<file path="src/rtl/ascon_pack.sv">
// Shared Ascon datapath types and XOR-end mode encodings used by the
// post-permutation output stage and its combinational XOR helper.
package ascon_pack;

  typedef logic [4:0][63:0] type_state;

  localparam logic [1:0] XE_NONE = 2'b00;
  localparam logic [1:0] XE_KEY  = 2'b01;
  localparam logic [1:0] XE_DSEP = 2'b10;

  localparam logic [63:0] DSEP_BIT = 64'h1;

  typedef enum logic {
    ST_IDLE     = 1'b0,
    ST_TAG_PEND = 1'b1
  } fsm_state_t;

endpackage

</file>
<file path="src/rtl/xor_end.sv">
// Combinational end-of-permutation XOR: key into S3/S4 or the domain
// separation bit into S4. Reserved mode 2'b11 passes the state through.
module xor_end
  import ascon_pack::*;
(
  input  type_state   state_i,
  input  logic [127:0] key_i,
  input  logic [1:0]  mode_i,
  output type_state   state_o
);

  always_comb begin
    state_o = state_i;
    case (mode_i)
      XE_KEY: begin
        state_o[3] = state_i[3] ^ key_i[63:0];
        state_o[4] = state_i[4] ^ key_i[127:64];
      end
      XE_DSEP: state_o[4] = state_i[4] ^ DSEP_BIT;
      default: state_o = state_i;
    endcase
  end

endmodule

</file>
<file path="src/rtl/xor_end_out.sv">
// Registered output stage after the Ascon permutation: applies the XOR-end,
// holds the state, and presents the final tag on a valid/ready handshake.
module xor_end_out
  import ascon_pack::*;
#(
  parameter int CNT_W = 8
) (
  input  logic             clock_i,
  input  logic             resetb_i,
  input  logic             valid_i,
  input  type_state        state_i,
  input  logic [1:0]       bypass_xor_end_i,
  input  logic [127:0]     key_i,
  input  logic             last_i,
  input  logic             decrypt_i,
  input  logic [127:0]     tag_ref_i,
  input  logic             tag_ready_i,
  output type_state        state_o,
  output logic             state_valid_o,
  output logic [127:0]     tag_o,
  output logic             tag_valid_o,
  output logic             tag_ok_o,
  output logic             busy_o,
  output logic [CNT_W-1:0] block_cnt_o
);

  fsm_state_t       r_fsm;
  fsm_state_t       w_fsm_next;
  type_state        r_state;
  type_state        w_state_xe;
  logic             r_state_valid;
  logic [127:0]     r_tag;
  logic             r_tag_ok;
  logic [CNT_W-1:0] r_cnt;
  logic             w_accept;
  logic [127:0]     w_tag;

  xor_end u_xor_end (
    .state_i (state_i),
    .key_i   (key_i),
    .mode_i  (bypass_xor_end_i),
    .state_o (w_state_xe)
  );

  assign w_tag = {w_state_xe[4], w_state_xe[3]};

  // New results are only taken in IDLE; a pending tag blocks the input.
  assign w_accept = valid_i && (r_fsm == ST_IDLE);

  always_comb begin
    w_fsm_next = r_fsm;
    case (r_fsm)
      ST_IDLE:     if (w_accept && last_i) w_fsm_next = ST_TAG_PEND;
      ST_TAG_PEND: if (tag_ready_i)        w_fsm_next = ST_IDLE;
      default:     w_fsm_next = ST_IDLE;
    endcase
  end

  always_ff @(posedge clock_i) begin
    if (!resetb_i) begin
      r_fsm         <= ST_IDLE;
      r_state       <= '0;
      r_state_valid <= 1'b0;
      r_tag         <= '0;
      r_tag_ok      <= 1'b0;
      r_cnt         <= '0;
    end else begin
      r_fsm         <= w_fsm_next;
      r_state_valid <= w_accept;
      if (w_accept) begin
        r_state <= w_state_xe;
        r_cnt   <= r_cnt + 1'b1;
        if (last_i) begin
          r_tag    <= w_tag;
          r_tag_ok <= decrypt_i && (w_tag == tag_ref_i);
        end
      end
    end
  end

  assign state_o       = r_state;
  assign state_valid_o = r_state_valid;
  assign tag_o         = r_tag;
  assign tag_valid_o   = (r_fsm == ST_TAG_PEND);
  assign tag_ok_o      = r_tag_ok;
  assign busy_o        = (r_fsm == ST_TAG_PEND);
  assign block_cnt_o   = r_cnt;

endmodule

</file>
<file path="config.mk">
export PLATFORM = sky130hd
export DESIGN_NAME = xor_end_out
export DESIGN_NICKNAME = d
export VERILOG_FILES = /design/src/rtl/ascon_pack.sv /design/src/rtl/xor_end.sv /design/src/rtl/xor_end_out.sv
export SDC_FILE = /design/constraint.sdc
export NUM_CORES = 1
export LEC_CHECK = 0
export ABC_AREA = 1
export CORE_AREA = 2 2 409 411
export DETAILED_ROUTE_END_ITERATION = 8
export DIE_AREA = 0 0 411 413
export HOLD_SLACK_MARGIN = 0.1
export PLACE_DENSITY = 0.38
export SLEW_MARGIN = 20
export SYNTH_ARGS = -nofsm -noshare
export SYNTH_HDL_FRONTEND = slang
export SYNTH_HIERARCHICAL = 1
export SYNTH_SLANG_ARGS = --single-unit
export TNS_END_PERCENT = 50
</file>
<file path="constraint.sdc">
create_clock -name clock_i -period 2.87 [get_ports clock_i]
set_clock_uncertainty 0.2 [all_clocks]
set_input_delay 0.574 -clock clock_i [delete_from_list [all_inputs] [get_ports clock_i]]
set_output_delay 0.574 -clock clock_i [all_outputs]
set_load 0.005 [all_outputs]
</file>
Word level (Yosys, flattened, before mapping)
Cells that the tools add are included.

$add $sub $neg: 1. Equality and inequality tests: 3. Bitwise operators: 4. Reduce and logical (&&, ||, !) cells: 4. Multiplexer cells: 5.

Operators by type and width (number): $eq 128x128->1 (1); $pmux 64 s2 (1); $xor 64x64->64 (2); $mux 64 (1); $add 8x1->8 const B (1); $logic_and 1x1->1 (3); $eq 2x1->1 const B (1); $eq 2x2->1 const B (1); $mux 1 (2); $not 1->1 (2); $pmux 1 s2 (1); $reduce_and 2->1 (1).

Input bits: 584. Register bits after elaboration: 459. Word-level logic and storage cells: 27.

Depth between registers and ports, before layout
Depth in word-level cells: 5. Gate-level depth with buffers: 20. Mapped depth without buffers: 19.

Hierarchy
The synthesis kept the hierarchy.

Modules (own cells, without submodules): xor_end_out (seq. area each 9188.8 um^2, times used 1, area an instance 17445.5 um^2, cells each 2329); xor_end (seq. area each 0.0 um^2, times used 1, area an instance 4723.3 um^2, cells each 937).

Least setup slack after synthesis
OpenSTA, ideal clock, no wires.

Kind: input to register. Start: input bypass_xor_end_i[0]. End: register r_tag_ok, in the netlist tag_ok_o. Cell stages on the path: 16. Required time: 2.598 ns. Data arrival time: 2.219 ns. Path buffers: 1. Setup slack: 0.379 ns. Path through: inv_1 -> ha_1 -> nor2_2 -> buf_2 -> nand2_1 -> nand2_1 -> inv_1 -> xnor2_1 -> nand2_1 -> nor2_1 -> nand2_1 -> nor2_1 -> nand2_1 -> nor2_1 -> nand3_1 -> a21oi_1.

RTL lines: from (decl) (RTL line xor_end_out.sv:12) `input logic [1:0] bypass_xor_end_i,`; to (signal assigned) (RTL line xor_end_out.sv:75) `r_tag_ok <= decrypt_i && (w_tag == tag_ref_i);`; to (decl) (RTL line xor_end_out.sv:33) `logic r_tag_ok;`.

==> impl_metrics.tcl <==
set metrics [dict create \
    vias_per_cell 3.64 \
    place_area_um2 35500 \
    min_path_type "flip-flop to flip-flop" \
    start_util_pct 13.4 \
    row_count 150 \
    cts.path.max_buffers 3 \
    tritoncts "built" \
    worstPathMaxFanout 13 \
    required_ps 3240 \
    htree_levels 3 \
    powerDensity_nw_per_um2 535 \
    ios 1044 \
    start_kind "primary input" \
    mostFrequentLayoutCell "clkdlybuf4s50_1" \
    dieArea_um2 170000 \
    grt_antenna_before_repair 21 \
    gp_congestion 0.897 \
    critPathBufInv 4 \
    status "completed" \
    area_growth_pct 70.4 \
    slowest_stage "bufbuf_16" \
    ys_warn_count 6 \
    ant_nets 0 \
    routedWlPerCell_um 20.0 \
    nNetsFinal 4859 \
    synthCells 3266 \
    critPathKind "primary input to flip-flop" \
    cts_buffers 66 \
    finalCriticalPeriod_ps 2700 \
    hold_viol 0 \
    rsz0062_at_grt "false" \
    syn-mean-instance-area_um2 6.79 \
    ys_top_cells_by_area "dfxtp_1 41%, nor2_1 11%, o21ai_0 11%" \
    slew_headroom_pct 60.0 \
    grt_overflow_total 0 \
    multi_input_area_um2 9520 \
    cp_data_arrival_time_ps 3070 \
    finalPower_mw 20.2 \
    fill_cells 18600 \
    drcViolationCount 0 \
    synth-simple-area-share_pct 23.3 \
    maxCapViolCount 0 \
    slew_violations 0 \
    dp_slack_ps -1450 \
    grt_pass1_wl_um 177000 \
    postLayoutCellArea_um2 37800 \
    die_h_um 413 \
    muxShareOfSynthArea_pct 0 \
    synth_top_family_by_area "simple AND/OR/NAND/NOR gates" \
    grt_usage_pct 14.6 \
    synth-adder-area-share_pct 0.169 \
    p_leak_nw 16.1 \
    max-vdd-ir-drop_mv 0.373 \
    mostFrequentLayoutCells "1,038 x clkdlybuf4s50_1, 657 x nor2_1, 573 x nand2_1" \
    synth_top_area_share_pct 41.4 \
    drive_gt1_share_pct 9.06 \
    dp_hpwl_um 106000 \
    syn-num-nets 3853 \
    seqCellArea_um2 9190 \
    coreArea_um2 166000 \
    yosysUniqueCellTypes 26 \
    io_buffers 1043 \
    dieWidth_um 411 \
    path_clk_slew_ps 50 \
    grt_pass1_vias 23000 \
    tightest_slew_ps 598 \
    synth_compound_area_share_pct 14.4 \
    syn_area_um2 22200 \
    wirelength_um 131000 \
    cp_top_family "simple AND/OR/NAND/NOR gates" \
    synthXorXnorAreaFrac_pct 4.70 \
    clock_sinks 459 \
    rrSetupSlack_ps 840 \
    ys_seq_area_share_pct 41.4 \
    fin_ws_ps 172 \
    endpoint_kind "flip-flop" \
    drt_iter0_markers 1305 \
    max_freq_mhz 371 \
    drtPass1Iterations 5 \
    insertion_delay_ps 630 \
    synth_area_leader_cell "dfxtp_1" \
    cp_cell_sequence "dlygate4sd2_1, ha_4, buf_4, bufbuf_16, nand2_1, xor2_1, inv_1, nand2_1, o21ai_0, nor2_1, nand3_1, nor2_1, nand2_1, nor2_1, nand3_1, a21oi_1" \
    vias 23800 \
    setup_viol 0 \
    grt_max_degree 86 \
    root_buffer "clkbuf_16" \
    critical_path.max_stage_delay_ps 320 \
    ys_ff_latch 459 \
    period_share_pct 94.0 \
]
==> path summary, 6_finish.rpt <==
check	to	cells after the start	from
setup / recovery	tag_ok_o$_SDFFE_PN0P_	16	bypass_xor_end_i[0]
hold / removal	tag_o[63]$_SDFFE_PN0P_	2	tag_o[63]$_SDFFE_PN0P_
setup reg to reg	state_o[196]$_SDFFE_PN0P_	7	busy_o$_SDFF_PN0_
hold reg to reg	tag_o[63]$_SDFFE_PN0P_	2	tag_o[63]$_SDFFE_PN0P_
==> routing by layer <==
metal / track usage (%) / part of all wire [%]
met5: 0 / 0.018
met4: 4.13 / 2.2
met3: 3.62 / 6.4
met2: 25.2 / 49
met1: 18.0 / 43
==> tightest hold or removal path: cells and delay by family, from the launching register on <==
family,cells,cell delay (ps)
flops,1,300
compound gates,1,50
simple gates,1,60
==> per-stage QoR <==
stage          hold slack, ps  cells  setup TNS, ps  util (%)
2_1_floorplan             255   3266              0         -
3_3_place_gp              252   6399         -12390      21.4
3_5_place_dp              259   6399         -12040      21.4
4_1_cts                   249   6519              0      22.8
5_1_grt                   287   6525              0      22.8
6_report                  261   6528              0      22.8
==> power breakdown <==
group	internal [mW]	total (mW)	switching, mW	leakage, nW
sequential	6.89	7.17	0.283	3.80
clock	4.87	8.18	3.31	1.04
combinational	2.54	4.88	2.34	11.2
total	14.3	20.2	5.93	16.1
==> area by class of cell <==
cell class,instances,share of cell area [%]
inverter,342,3.42
clock buffer,95,5.14
sequential,459,24.3
clock inverter,15,0.474
timing repair buffer,1312,34.1
tap,2204,7.30
multi-input combinational,2091,25.2
antenna,10,0.0662
==> sequential cells by signal, summed over array words and instances, names as in the netlist <==
register / count
state_o: 320
block_cnt_o: 8
tag_ok_o: 1
tag_o: 128
busy_o: 1
state_valid_o: 1
==> Yosys cell counts <==
master	n
nor2_1	662
nand2_1	573
o21ai_0	478
dfxtp_1	459
inv_1	338
buf_4	203
a21oi_1	154
clkbuf_1	88
buf_2	83
nand3_1	77
xor2_1	74
xnor2_1	45
nand4_1	7
nor3_1	7
ha_1	3
inv_2	3
and3_1	2
o21a_1	2
a21boi_0	1
clkinv_1	1
nand2_4	1
nor2_2	1
nor2_4	1
nor3b_1	1
o22ai_1	1
or2_2	1
==> kinds of logic (layout without fill, tap and decap cells) <==
logic type	count (synthesis)	after routing
AND/OR/NAND/NOR	1333	1333
buffers and inverters	716	1764
AO/OA/AOI/OAI	636	636
flip-flops	459	459
XOR/XNOR	119	119
adder cells (fa/ha/maj)	3	3
other	0	10
==> what timing repair did <==
item                                    4_1_cts  5_1_grt
hold endpoints to repair                      8        0
setup buffers                                 8        0
pin swaps                                     3        2
endpoints found under the setup margin        1        1
gates resized for setup                      17        4
hold buffers                                  1        0
cloned                                        1        0
Power figures use the tool's default switching activity.
